`src/rtl/rv32i_dii_sequencer.sv`:
```
// Direct-instruction-injection sequencer: buffers host commands, issues one instruction at a
// time to the core and emits one trace token per retirement. Optional watchdog: DII_WATCHDOG_EN.
module rv32i_dii_sequencer #(
  parameter int DEPTH      = 4,
  parameter int RST_CYCLES = 4
`ifdef DII_WATCHDOG_EN
  ,
  parameter int TIMEOUT    = 256
`endif
) (
  input  logic        clk,
  input  logic        rst,
  input  logic        cmd_valid,
  output logic        cmd_ready,
  input  logic        cmd_is_reset,
  input  logic [31:0] cmd_instr,
  output logic        core_rst_req,
  output logic        core_halt,
  output logic [31:0] core_instr,
  output logic        core_instr_valid,
  input  logic        core_retire,
  output logic        trace_valid,
  input  logic        trace_ready,
  output logic [1:0]  trace_kind,
  output logic [15:0] trace_seq
);
  // Handshakes: a command transfers when cmd_valid && cmd_ready, a token when
  // trace_valid && trace_ready; kind/seq stay stable while trace_valid waits for ready.
  typedef enum logic [2:0] {S_RESET, S_RUN, S_WAIT_RETIRE, S_TRACE, S_DRAIN} state_t;

  localparam logic [1:0] K_RETIRE  = 2'd0;
  localparam logic [1:0] K_EOT     = 2'd1;
  localparam logic [1:0] K_TIMEOUT = 2'd2;
  localparam int AW  = $clog2(DEPTH);
  localparam int RCW = (RST_CYCLES > 1) ? $clog2(RST_CYCLES) : 1;

  state_t           r_state;
  state_t           w_next;
  logic [AW:0]      r_wr_ptr;
  logic [AW:0]      r_rd_ptr;
  logic [32:0]      r_mem [DEPTH];
  logic [RCW-1:0]   r_rst_cnt;
  logic [31:0]      r_core_instr;
  logic             r_issue;
  logic             r_eot_pending;
  logic [1:0]       r_kind;
  logic [15:0]      r_seq;

  logic             w_empty;
  logic             w_full;
  logic             w_push;
  logic             w_pop;
  logic [32:0]      w_head;
  logic             w_rst_done;
  logic             w_retire;
  logic             w_accept;
  logic             w_timeout;

  assign w_empty    = (r_wr_ptr == r_rd_ptr);
  assign w_full     = (r_wr_ptr[AW] != r_rd_ptr[AW]) && (r_wr_ptr[AW-1:0] == r_rd_ptr[AW-1:0]);
  assign w_push     = cmd_valid && !w_full;
  assign w_pop      = (r_state == S_RUN) && !w_empty;
  assign w_head     = r_mem[r_rd_ptr[AW-1:0]];
  assign w_rst_done = (r_rst_cnt == RCW'(RST_CYCLES - 1));
  // The issue cycle itself never counts as a retirement.
  assign w_retire   = (r_state == S_WAIT_RETIRE) && core_retire && !r_issue;
  assign w_accept   = (r_state == S_TRACE) && trace_ready;

`ifdef DII_WATCHDOG_EN
  localparam int TW = $clog2(TIMEOUT + 1);
  logic [TW-1:0] r_wd;

  assign w_timeout = (r_state == S_WAIT_RETIRE) && !w_retire && (r_wd == TW'(TIMEOUT - 1));

  always_ff @(posedge clk) begin
    if (rst || r_issue) r_wd <= '0;
    else if (r_state == S_WAIT_RETIRE) r_wd <= r_wd + 1'b1;
  end
`else
  assign w_timeout = 1'b0;
`endif

  // Command FIFO; a timeout discards everything still queued.
  always_ff @(posedge clk) begin
    if (rst || w_timeout) begin
      r_wr_ptr <= '0;
      r_rd_ptr <= '0;
    end else begin
      if (w_push) r_wr_ptr <= r_wr_ptr + 1'b1;
      if (w_pop)  r_rd_ptr <= r_rd_ptr + 1'b1;
    end
  end

  always_ff @(posedge clk) begin
    if (w_push) r_mem[r_wr_ptr[AW-1:0]] <= {cmd_is_reset, cmd_instr};
  end

  always_ff @(posedge clk) begin
    if (rst) r_state <= S_RESET;
    else     r_state <= w_next;
  end

  always_comb begin
    w_next = r_state;
    case (r_state)
      S_RESET:       if (w_rst_done) w_next = r_eot_pending ? S_TRACE : S_RUN;
      S_RUN:         if (!w_empty) w_next = w_head[32] ? S_DRAIN : S_WAIT_RETIRE;
      S_WAIT_RETIRE: if (w_retire || w_timeout) w_next = S_TRACE;
      S_TRACE:       if (w_accept) w_next = (r_kind == K_TIMEOUT) ? S_RESET : S_RUN;
      S_DRAIN:       w_next = S_RESET;
      default:       w_next = S_RESET;
    endcase
  end

  always_ff @(posedge clk) begin
    if (rst) begin
      r_rst_cnt     <= '0;
      r_core_instr  <= 32'h0000_0013;
      r_issue       <= 1'b0;
      r_eot_pending <= 1'b0;
      r_kind        <= K_RETIRE;
      r_seq         <= 16'd0;
    end else begin
      r_issue   <= 1'b0;
      r_rst_cnt <= (r_state == S_RESET && !w_rst_done) ? r_rst_cnt + 1'b1 : '0;
      if (w_pop && !w_head[32]) begin
        r_core_instr <= w_head[31:0];
        r_issue      <= 1'b1;
      end
      if (w_pop && w_head[32]) r_eot_pending <= 1'b1;
      if (r_state == S_RESET && w_rst_done && r_eot_pending) r_kind <= K_EOT;
      if (w_retire)  r_kind <= K_RETIRE;
      if (w_timeout) r_kind <= K_TIMEOUT;
      if (w_accept) begin
        case (r_kind)
          K_RETIRE: r_seq <= r_seq + 16'd1;
          K_EOT: begin
            r_seq         <= 16'd0;
            r_eot_pending <= 1'b0;
          end
          default: r_eot_pending <= 1'b0;
        endcase
      end
    end
  end

  always_comb begin
    cmd_ready        = !rst && !w_full;
    core_rst_req     = (r_state == S_RESET);
    core_halt        = (r_state != S_WAIT_RETIRE);
    core_instr       = r_core_instr;
    core_instr_valid = r_issue;
    trace_valid      = (r_state == S_TRACE);
    trace_kind       = (r_state == S_TRACE) ? r_kind : K_RETIRE;
    trace_seq        = (r_state == S_TRACE) ? r_seq : 16'd0;
  end
endmodule

```
`config.mk`:
```
export PLATFORM = sky130hd
export DESIGN_NAME = rv32i_dii_sequencer
export DESIGN_NICKNAME = d
export VERILOG_FILES = /design/src/rtl/rv32i_dii_sequencer.sv
export SDC_FILE = /design/constraint.sdc
export NUM_CORES = 1
export LEC_CHECK = 0
export BUFFER_PORTS_ARGS = -buffer_cell sky130_fd_sc_hd__buf_4
export CORE_MARGIN = 5
export CORE_UTILIZATION = 62
export DETAILED_ROUTE_END_ITERATION = 7
export PLACE_DENSITY = 0.84
export SETUP_SLACK_MARGIN = 0.05
export SLEW_MARGIN = 20
export SYNTH_ARGS = -nofsm -noshare
export SYNTH_HDL_FRONTEND = slang
export SYNTH_SLANG_ARGS = --single-unit
```
`constraint.sdc`:
```
create_clock -name clk -period 5.3 [get_ports clk]
set_input_delay 1.325 -clock clk [delete_from_list [all_inputs] [get_ports clk]]
set_output_delay 1.325 -clock clk [all_outputs]
set_load 0.02 [all_outputs]
```
=== Word-level counts from Yosys, hierarchy flattened ===
Memory sizes are Yosys's and may differ from the RTL's. A register that Yosys moved wholly into a read port is not among the register bits.
Index checks and enable logic that the tools add are counted.
W data, S select, Z words.

* Register bits after elaboration: 62
* Latch bits: 0
* RAM bits: 132
* ROM bits: 0
* Bits of input ports: 38
* Output and inout bits: 55
* Memories kept: 1

{| class="wikitable"
|+ Memories
! memory !! words !! bits a word !! read ports !! clocked after Yosys merged registers in !! wr ports !! RTL line !! RTL
|-
| r_mem || 4 || 33 || 1 || 1 || 1 || 41 || <nowiki>logic [32:0] r_mem [DEPTH];</nowiki>
|}

* Add/subtract/negate cells: 4
* Multipliers: 0
* Div/mod/pow operators: 0
* Magnitude comparators: 0
* Equal/unequal tests: 12
* Shifts and indexed selects: 0
* Muxes and demuxes: 18
* Bitwise operators: 1
* Reduce and logical (&&, ||, !) cells: 25

{| class="wikitable"
|+ Operators by type and width
! operator !! number
|-
| $pmux W16 S2 || 1
|-
| $add A16 B1 Y16 const B || 1
|-
| $mux W16 || 1
|-
| $mux W3 || 5
|-
| $logic_and A1 B1 Y1 || 12
|-
| $pmux W3 S4 || 1
|-
| $mux W1 || 7
|-
| $add A3 B1 Y3 const B || 2
|-
| $eq A3 B2 Y1 const B || 2
|-
| $logic_not A1 Y1 || 6
|-
| $mux W2 || 3
|-
| $ne A2 B1 Y1 const B || 2
|-
| $ne A2 B2 Y1 const B || 2
|-
| $reduce_and A4 Y1 || 1
|-
| $reduce_or A2 Y1 || 2
|-
| $eq A3 B1 Y1 const B || 1
|-
| $eq A3 B3 Y1 || 1
|-
| $logic_not A3 Y1 || 1
|-
| $ne A3 B2 Y1 const B || 1
|-
| $add A2 B1 Y2 const B || 1
|-
| $eq A2 B2 Y1 || 1
|-
| $eq A2 B2 Y1 const B || 1
|-
| $logic_not A2 Y1 || 1
|-
| $reduce_and A2 Y1 || 1
|-
| other kinds (3) || 3
|}

=== Logic depth before layout (Yosys ltp) ===
Gate-level depths: netlist of run 1.

* Depth after elaboration: 7
* Depth in mapped cells: 6
* Mapped depth without buffers: 5

=== Worst setup path before layout of run 1 ===
Ideal clock, no wire load.

* Kind: in2out
* Start point: input port rst
* End point: output port cmd_ready
* Data arrival time: 2037 ps
* Required time: 3975 ps
* Path slack: 1938 ps
* Stages on the path: 3
* Cell sequence: clkbuf_1 > buf_1 > nor2_1

* Cells in the longest elaborated chain, start to end: 2

{| class="wikitable"
|+ RTL lines
! element !! RTL line !! RTL
|-
| start: declaration || 12 || <nowiki>input logic rst,</nowiki>
|-
| $logic_not A1 Y1 || 148 || <nowiki>cmd_ready = !rst && !w_full;</nowiki>
|-
| $logic_and A1 B1 Y1 || 148 ||
|-
| end: declaration || 14 || <nowiki>output logic cmd_ready,</nowiki>
|}

Every way passes these cells.

=== Final worst setup path of run 1 ===
Ends and elaborated chain as after synthesis.

==> flow_metrics.env, run 1 <==
export IMPL_status="complete, no violations"
export IMPL_cts_tree="done"
export IMPL_grt_overflow_total=0
export IMPL_hp_class="reg -> reg"
export IMPL_reg2reg_slack_ps=2620
export IMPL_grt_max_degree=51
export IMPL_die_x_um=121
export IMPL_synth_edf_count=132
export IMPL_layout_drive_gt1_share_pct=27.6
export IMPL_dieArea_um2=14600
export IMPL_finalWirelength_mm=15.7
export IMPL_hold_start="r_rst_cnt[0]"
export IMPL_die_y_um=121
export IMPL_whs_endpoint="r_rst_cnt[0]"
export IMPL_cts_resized=0
export IMPL_placementRows=40
export IMPL_syn2layout_area_growth_pct=19.1
export IMPL_clk_latency_ps=430
export IMPL_start_util_pct=63.2
export IMPL_syn_inst=511
export IMPL_num_vias=4693
export IMPL_startpoint="rst"
export IMPL_whs_path_depth=1
export IMPL_drc_errors=0
export IMPL_syn_area_per_cell_um2=14.9
export IMPL_clkTransAtPathRegs_ps=60
export IMPL_ys_seq_area_share_pct=69.1
export IMPL_ys_flop_type="edfxtp_1"
export IMPL_track_usage_pct=22.4
export IMPL_gp_congestion=0.801
export IMPL_drtAntennaViolNets=0
export IMPL_holdBufCountCts=0
export IMPL_rr_startpoint="r_wr_ptr[1]"
export IMPL_grt_busiest_layer="met2"
export IMPL_synth_top_area_cell="edfxtp_1"
export IMPL_setup_viol=0
export IMPL_relSlewSlack_pct=33.0
export IMPL_final_common_cell="edfxtp_1"
export IMPL_layout_common_cells="132 x edfxtp_1, 95 x buf_4, 62 x dfxtp_1"
export IMPL_cts_sinks=196
export IMPL_ios=93
export IMPL_grt_pass1_vias=4869
export IMPL_synth_area_um2=7590
export IMPL_ys_top_cells_by_area="edfxtp_1 52%, dfxtp_1 17%, mux4_2 9.5%, a21oi_1 2.6%, nand3_1 2.4%"
export IMPL_cts_max_path_buffers=2
export IMPL_slew_viol_final=0
export IMPL_worst_slack_ps=1850
export IMPL_clock_fmax_mhz=290
export IMPL_end_kind="primary output"
export IMPL_fin_crit_ps=3450
export IMPL_use_met3_pct=6.50
export IMPL_power_density_nw_per_um2=375
export IMPL_synth_nets=556
export IMPL_dp_hpwl_mm=9.34
export IMPL_numCtsBuffers=17
export IMPL_h_tree_depth=4
export IMPL_crit_type="in -> out"
export IMPL_fin_crit_sh_pct=65.1
export IMPL_critPathLaunchType="input pin"
export IMPL_dp_slack_ps=1890
export IMPL_finalHoldViolations=0
export IMPL_fin_skew_ps=7.26
export IMPL_cts_root_buf="clkbuf_16"
export IMPL_synth_distinct_cells=44
export IMPL_yosys_warnings=0
export IMPL_firstDrtPassIters=6
export IMPL_vias_per_cell=6.24
export IMPL_cp_required_ps=3970
export IMPL_critPathArrivalTime_ps=2120
export IMPL_peakVddDrop_mv=0.267
export IMPL_p_leak_nw=3.12
export IMPL_nets=637
export IMPL_rsz0062_at_grt="false"
export IMPL_io_buffers=91
export IMPL_path_max_fanout=50
export IMPL_worstMarginPinSlew_ps=984
export IMPL_async_flop_share_pct=0
export IMPL_cap_violations=0
export IMPL_yosysTopAreaCellShare_pct=52.2
export IMPL_timing_rr_end="r_mem[3][21]"
export IMPL_drt_iter0_drc=443
export IMPL_grt_pass1_wl_mm=24.9
export IMPL_met2_usage_pct=38.9
export IMPL_r2r_cells=4
export IMPL_core_area_um2=12000
export IMPL_diodes=0
export IMPL_postCtsSetupBuffers=0
export IMPL_antenna_found_initial=0
export IMPL_ys_ff_latch=196
export IMPL_tns_ps=0
export IMPL_grt_util_met1_pct=26.7
export IMPL_wire_per_inst_um=20.8
-- how the worst max path moves through the flow --
stage	endpoint	slack (ps)	cells after the start
floorplan	cmd_ready	1940	3
detailed placement	cmd_ready	1890	3
global placement	cmd_ready	1880	3
finish	cmd_ready	1850	3
global route	cmd_ready	1830	3
CTS	cmd_ready	1880	3
-- flip-flops by register name, indices dropped and copies added (netlist names), named ones only --
signal / cells
r_seq: 16
r_wr_ptr: 3
r_kind: 1
r_eot_pending: 1
core_instr: 32
r_rst_cnt: 2
r_state: 3
r_rd_ptr: 3
core_instr_valid: 1
r_mem: 132
-- synth_stat cells, types with 2 or more instances --
cell and n:
a2111oi_0 2, a21oi_1 40, and2_1 21, buf_2 7, buf_4 2, clkbuf_1 23, dfxtp_1 64, edfxtp_1 132
ha_1 7, inv_1 8, mux2i_1 4, mux4_2 32, nand2_1 10, nand3_1 36, nand4_1 2, nand4b_1 2
nor2_1 22, nor2b_1 3, nor3_1 6, nor4_1 9, o21ai_0 35, o31ai_1 2, or3_1 6, xnor2_1 10
xor2_1 7
-- logic make-up after synthesis --
kind of cell	Yosys count	share of synthesized area (%)
fa+ha+maj	7	1.15
flops	196	69.1
mux	37	10.2
simple gates	124	8.95
compound gates	88	6.41
other cells	1	0.0494
xor+xnor	17	1.96
buf+inv	41	2.24
-- per-stage QoR --
stage	total power, W	std cells	area [um^2]	utilization (%)	hold WS [ps]
detailed placement	0.00199	720	8380	69.8	430
finish	0.00339	752	9040	75.3	436
global placement	0.00197	720	8380	69.8	414
global route	0.00350	752	9040	75.3	463
floorplan	0.00189	511	7590	-	406
CTS	0.00341	752	9040	75.3	439
-- where the power goes --
part,total (W),switching (W),internal [W]
sequential,0.00173,0.0000281,0.00170
clock,0.00143,0.000526,0.000907
combinational,0.000228,0.000138,0.0000896
total,0.00339,0.000692,0.00270
-- critical path: stages --
cell	delay [ps]
buf_4	450
nor2_1	120
buf_4	190
-- cell type report --
cell class,count,area (um^2)
sequential,196,5250
fill,698,2970
multi-input combinational,274,2200
timing repair buffer,95,713
clock buffer,22,464
clock inverter,10,201
tap,147,184
inverter,8,30.0
-- routing by layer --
metal  vias up  share of wire [%]
li1       2110                  -
met4         0                1.5
met3        25                7.5
met5         -                  0
met1      2339                 38
met2       219                 53
(Power assumes the default switching activity.)
==> run 2, diff against run 1 <==
--- a/config.mk
+++ b/config.mk
@@ -5,11 +5,12 @@
 export SDC_FILE = /design/constraint.sdc
 export NUM_CORES = 1
 export LEC_CHECK = 0
+export ABC_AREA = 1
 export BUFFER_PORTS_ARGS = -buffer_cell sky130_fd_sc_hd__buf_4
 export CORE_MARGIN = 5
-export CORE_UTILIZATION = 62
+export CORE_UTILIZATION = 58
 export DETAILED_ROUTE_END_ITERATION = 7
-export PLACE_DENSITY = 0.84
+export PLACE_DENSITY = 0.8
 export SETUP_SLACK_MARGIN = 0.05
 export SLEW_MARGIN = 20
 export SYNTH_ARGS = -nofsm -noshare
==> constraint.sdc (replaced) <==
create_clock -name clk -period 3.55 [get_ports clk]
set_input_delay 0.8875 -clock clk [delete_from_list [all_inputs] [get_ports clk]]
set_output_delay 0.8875 -clock clk [all_outputs]
set_load 0.02 [all_outputs]
==> run 2 against run 1 <==
Against the previous run: cell area is 1.1% higher; critical path type is now reg -> out; register-to-register slack worse by 1600 ps; flip-flop and latch count stayed put; synthesized cell count is 42% higher; final cell count is 33% higher; sequential power is 50% higher; largest cell class unchanged; die area is 7.7% higher; combinational power grew to 2.7 times the previous value; global-route usage is 1.3 points lower; total power is 53% higher; clock power is 39% higher.
==> flow_metrics.env, run 2 <==
export IMPL_grt_util_met1_pct=27.7
export IMPL_seq_area_um2=5250
export IMPL_postCtsSetupBuffers=0
export IMPL_cp_slowest_cell="dfxtp_1"
export IMPL_fin_cells=999
export IMPL_met2_usage_pct=35.0
export IMPL_crit_type="reg -> out"
export IMPL_clk_latency_ps=430
export IMPL_ys_ff_latch=196
export IMPL_tns_ps=0
export IMPL_holdBufCountCts=0
export IMPL_finalPower_w=0.00520
export IMPL_grt_pass1_vias=5260
export IMPL_syn_inst=726
export IMPL_vias_per_cell=5.55
export IMPL_cp_cell_sequence="inv_1, nand2_1, nand2_1, nand4_1, nand2_1, inv_1, buf_4"
export IMPL_diodes=0
export IMPL_use_met3_pct=4.61
export IMPL_yosys_cell_count_top_type="edfxtp_1"
export IMPL_synth_nets=771
export IMPL_start_util_pct=58.6
export IMPL_max_stage_delay_ps=360
export IMPL_fill_cells=903
export IMPL_clkTransAtPathRegs_ps=70
export IMPL_ys_top_cells_by_area="edfxtp_1 51%, dfxtp_1 17%, nor2_1 5.8%, nand2_1 5.5%, o21ai_0 5.0%"
export IMPL_hp_class="reg -> reg"
export IMPL_dieArea_um2=15700
export IMPL_largest_reg_flops=132
export IMPL_p_leak_nw=3.52
export IMPL_finalHoldViolations=0
export IMPL_synth_top_area_cell="edfxtp_1"
export IMPL_ios=93
export IMPL_final_common_cell="edfxtp_1"
export IMPL_critPathLaunchType="register"
export IMPL_status="complete, no violations"
export IMPL_synth_distinct_cells=33
export IMPL_slew_viol_final=0
export IMPL_grt_overflow_total=0
export IMPL_cts_resized=0
export IMPL_cp_required_ps=2660
export IMPL_grt_max_degree=67
export IMPL_nets=855
export IMPL_relSlewSlack_pct=58.6
export IMPL_placementRows=42
export IMPL_worstMarginPinSlew_ps=620
export IMPL_finalWirelength_mm=16.7
export IMPL_numCtsBuffers=17
export IMPL_layout_drive_gt1_share_pct=17.3
export IMPL_path_max_fanout=5
export IMPL_synth_edf_count=132
export IMPL_cts_tree="done"
export IMPL_setup_viol=0
export IMPL_yosysTopAreaCellShare_pct=51.4
export IMPL_rsz0062_at_grt="false"
export IMPL_ys_flop_type="edfxtp_1"
export IMPL_io_buffers=91
export IMPL_place_inst=967
export IMPL_drc_errors=0
export IMPL_cts_root_buf="clkbuf_16"
export IMPL_power_density_nw_per_um2=568
export IMPL_ys_seq_area_share_pct=68.1
export IMPL_critPathArrivalTime_ps=1730
export IMPL_end_kind="primary output"
export IMPL_fin_crit_sh_pct=73.8
export IMPL_num_vias=5546
export IMPL_async_flop_share_pct=0
export IMPL_yosys_warnings=0
export IMPL_track_usage_pct=21.1
export IMPL_gp_congestion=0.867
export IMPL_cts_max_path_buffers=2
export IMPL_die_x_um=125
export IMPL_cts_sinks=196
export IMPL_path_delay_family="simple AND/OR/NAND/NOR gates"
export IMPL_layout_common_cells="132 x edfxtp_1, 116 x nor2_1, 113 x nand2_1"
export IMPL_core_area_um2=13100
export IMPL_synth_area_um2=7700
export IMPL_dp_slack_ps=1050
export IMPL_peakVddDrop_mv=0.329
export IMPL_dp_hpwl_mm=10.5
export IMPL_synth_common_cells="132 x edfxtp_1, 120 x nor2_1, 113 x nand2_1"
export IMPL_syn2layout_area_growth_pct=18.7
export IMPL_crit_path_frequent_cell="nand2_1"
export IMPL_drt_iter0_drc=520
export IMPL_drtAntennaViolNets=0
export IMPL_grt_busiest_layer="met2"
export IMPL_worst_slack_ps=931
export IMPL_firstDrtPassIters=7
export IMPL_antenna_found_initial=0
export IMPL_cp_buffers_inverters=3
export IMPL_clock_fmax_mhz=382
export IMPL_h_tree_depth=4
export IMPL_grt_pass1_wl_mm=26.5
export IMPL_fin_skew_ps=4.94
export IMPL_syn_area_per_cell_um2=10.6
export IMPL_fin_crit_ps=2620
export IMPL_die_y_um=125
export IMPL_wire_per_inst_um=16.7
export IMPL_multiInputGateArea_um2=2130
export IMPL_cap_violations=0
## run 2: cell types whose count changed after synthesis, sizes merged, moves of 10 or more
cell	previous run	this run
o22ai	0	29
a21oi	40	18
o21ai	35	78
nand2	10	114
mux4	32	0
and2	21	0
nand3	36	46
inv	8	51
nor2	22	123
## run 2: path summary, 6_finish.rpt
kind | from | to | slack, ps | cells past startpoint
worst max register to register | r_wr_ptr[0] | r_mem[1][12] | 980 | 7
worst min register to register | r_rst_cnt[0] | r_rst_cnt[0] | 420 | 1
worst min-delay path | r_rst_cnt[0] | r_rst_cnt[0] | 420 | 1
worst max-delay path | r_wr_ptr[0] | cmd_ready | 930 | 7
## run 2: area by class of cell
cell class | count | area share [%]
multi-input combinational | 444 | 23.2
tap | 176 | 2.41
inverter | 51 | 2.09
timing repair buffer | 100 | 8.21
sequential | 196 | 57.4
clock inverter | 9 | 1.68
clock buffer | 23 | 5.01
## run 2: stage by stage
| stage | cell area, um^2 | hold WS (ps) | utilization (%) |
|---|---|---|---|
| floorplan | 7700 | 399 | - |
| global placement | 8530 | 406 | 65.0 |
| detailed placement | 8530 | 417 | 65.0 |
| CTS | 9150 | 427 | 69.6 |
| global route | 9150 | 444 | 69.6 |
| finish | 9150 | 424 | 69.6 |
## run 2: cell families (layout without fill, tap and decap cells)
logic type                 count (synthesis)  in the layout  synth area share (%)
and+or+nand+nor                          301            301                  16.4
DFF                                      196            196                  68.1
AOI/OAI and AO/OA                        133            133                  9.39
buffers and inverters                     86            183                  4.73
adders and majority gates                  7              7                  1.14
xor gates and xnor gates                   2              2                 0.227
other                                      1              1                0.0487
## run 2: where the power goes
part	leakage, nW	switching (W)	internal, W	total [W]
combinational	1.50	0.000408	0.000207	0.000614
clock	0.292	0.000789	0.00120	0.00199
sequential	1.73	0.0000530	0.00254	0.00260
## run 2: routing by layer
layer | part of all wire, % | up-vias | wire [um]
li1 | - | 2660 | -
met5 | 0 | - | 0
met3 | 8.0 | 30 | 1330
met4 | 2.0 | 0 | 335
met1 | 41 | 2601 | 6750
met2 | 50 | 255 | 8250
==> run 3, diff against run 2 <==
==> constraint.sdc (replaced) <==
create_clock -name clk -period 2.55 [get_ports clk]
set_input_delay 0.6375 -clock clk [delete_from_list [all_inputs] [get_ports clk]]
set_output_delay 0.6375 -clock clk [all_outputs]
set_load 0.02 [all_outputs]
==> run 3 against run 2 <==
Against the previous run: non-clock buffer count rose by 7; sequential share of layout area about the same; wire length decreased by 0.75%; utilization hardly changed.
==> flow_metrics.env, run 3 (same netlist as run 2, synthesis figures left out) <==
export IMPL_tns_ps=0
export IMPL_grt_overflow_total=0
export IMPL_syn2layout_area_growth_pct=18.7
export IMPL_track_usage_pct=21.4
export IMPL_cp_cell_sequence="nand3_2, nor2_1, buf_4"
export IMPL_fin_crit_ps=2330
export IMPL_grt_max_degree=51
export IMPL_hold_ws_ps=408
export IMPL_diodes=0
export IMPL_dp_hpwl_mm=10.7
export IMPL_clk_latency_ps=430
export IMPL_gp_congestion=0.842
export IMPL_finalHoldViolations=0
export IMPL_max_stage_delay_ps=460
export IMPL_multiInputGateArea_um2=2130
export IMPL_cts_max_path_buffers=2
export IMPL_critPathArrivalTime_ps=1690
export IMPL_antenna_found_initial=0
export IMPL_critPathLaunchType="register"
export IMPL_vias_per_cell=5.47
export IMPL_power_density_nw_per_um2=758
export IMPL_die_y_um=125
export IMPL_placementRows=42
export IMPL_drc_errors=0
export IMPL_fin_crit_sh_pct=91.4
export IMPL_end_kind="primary output"
export IMPL_final_common_cell="edfxtp_1"
export IMPL_cp_required_ps=1910
export IMPL_p_leak_nw=3.53
export IMPL_layout_drive_gt1_share_pct=18.1
export IMPL_clkTransAtPathRegs_ps=70
export IMPL_finalWirelength_mm=16.5
export IMPL_postCtsSetupBuffers=0
export IMPL_h_tree_depth=4
export IMPL_io_buffers=91
export IMPL_dpl_instance_area_um2=8600
export IMPL_cp_slowest_cell="dfxtp_1"
export IMPL_num_vias=5500
export IMPL_cp_buffers_inverters=1
export IMPL_slew_viol_final=0
export IMPL_firstDrtPassIters=5
export IMPL_largest_reg_flops=132
export IMPL_holdBufCountCts=0
export IMPL_seq_area_um2=5250
export IMPL_path_delay_family="simple AND/OR/NAND/NOR gates"
export IMPL_dieArea_um2=15700
export IMPL_grt_pass1_vias=5371
export IMPL_cts_tree="done"
export IMPL_hp_class="in -> reg"
export IMPL_cap_violations=0
export IMPL_cts_root_buf="clkbuf_16"
export IMPL_clock_fmax_mhz=429
export IMPL_fill_cells=950
export IMPL_layout_common_cells="132 x edfxtp_1, 116 x nor2_1, 113 x nand2_1"
export IMPL_crit_type="reg -> out"
export IMPL_core_area_um2=13100
export IMPL_path_max_fanout=18
export IMPL_cts_resized=0
export IMPL_rsz0062_at_grt="false"
export IMPL_fin_skew_ps=9.73
export IMPL_final_area_um2=9150
export IMPL_numCtsBuffers=17
export IMPL_setup_viol=0
export IMPL_die_x_um=125
export IMPL_start_util_pct=58.6
export IMPL_wire_per_inst_um=16.4
export IMPL_status="complete, no violations"
export IMPL_worstMarginPinSlew_ps=578
export IMPL_drt_iter0_drc=542
export IMPL_relSlewSlack_pct=61.4
export IMPL_drtAntennaViolNets=0
export IMPL_ios=93
export IMPL_peakVddDrop_mv=0.495
export IMPL_grt_pass1_wl_mm=26.7
export IMPL_nets=862
export IMPL_cts_sinks=196
==> run 3: cell count changes in the layout (fill, tap and decap cells not counted) <==
| cell | previous run | this run |
|---|---|---|
| bufinv_16 | 4 | 1 |
| clkbuf_8 | 1 | 0 |
| clkbuf_1 | 5 | 4 |
| buf_4 | 100 | 106 |
| clkinvlp_4 | 2 | 4 |
| clkinv_4 | 0 | 3 |
| buf_12 | 0 | 1 |
==> run 3: per-stage QoR <==
stage | utilization (%) | cells | total power, W | worst slack, ps
2_1_floorplan | - | 726 | 0.00424 | -196
3_3_place_gp | 65.5 | 974 | 0.00452 | 526
3_5_place_dp | 65.5 | 974 | 0.00456 | 423
4_1_cts | 69.6 | 1006 | 0.00698 | 213
5_1_grt | 69.6 | 1006 | 0.00723 | 112
6_report | 69.6 | 1006 | 0.00693 | 218
==> run 3: final cells by class <==
cell class | count | area share (%)
multi-input combinational | 444 | 23.2
clock inverter | 11 | 1.15
sequential | 196 | 57.4
timing repair buffer | 107 | 8.92
tap | 176 | 2.41
inverter | 51 | 2.09
clock buffer | 21 | 4.82
==> run 3: path summary, 6_finish.rpt <==
check	slack, ps	depth (start not counted)	endpoint	start
worst max-delay path	220	3	trace_seq[10]	r_state[0]
worst min-delay path	410	1	r_mem[1][19]	cmd_instr[19]
worst max register to register	420	7	r_mem[0][6]	r_wr_ptr[0]
worst min register to register	420	1	r_rst_cnt[0]	r_rst_cnt[0]
==> run 3: per-layer routing <==
metal | vias to the layer above | share of wire, % | GRT usage, %
li1 | 2678 | - | -
met1 | 2607 | 42 | 27.0
met2 | 187 | 50 | 36.3
met3 | 28 | 6.3 | 4.82
met4 | 0 | 2.2 | 8.29
met5 | - | 0 | 0
==> run 3: worst reg2reg max path, cell delays in order (launching register included) <==
cell	delay, ps
dfxtp_1	400
inv_1	120
nand2_1	80
nand2_1	80
nand4_1	200
nand2_1	330
nor2_4	400
buf_4	240
==> run 3: power breakdown <==
| part | leakage [nW] | switching, W | internal, W |
|---|---|---|---|
| Combinational | 1.54 | 0.000564 | 0.000302 |
| Clock | 0.254 | 0.00110 | 0.00135 |
| Sequential | 1.73 | 0.0000793 | 0.00354 |
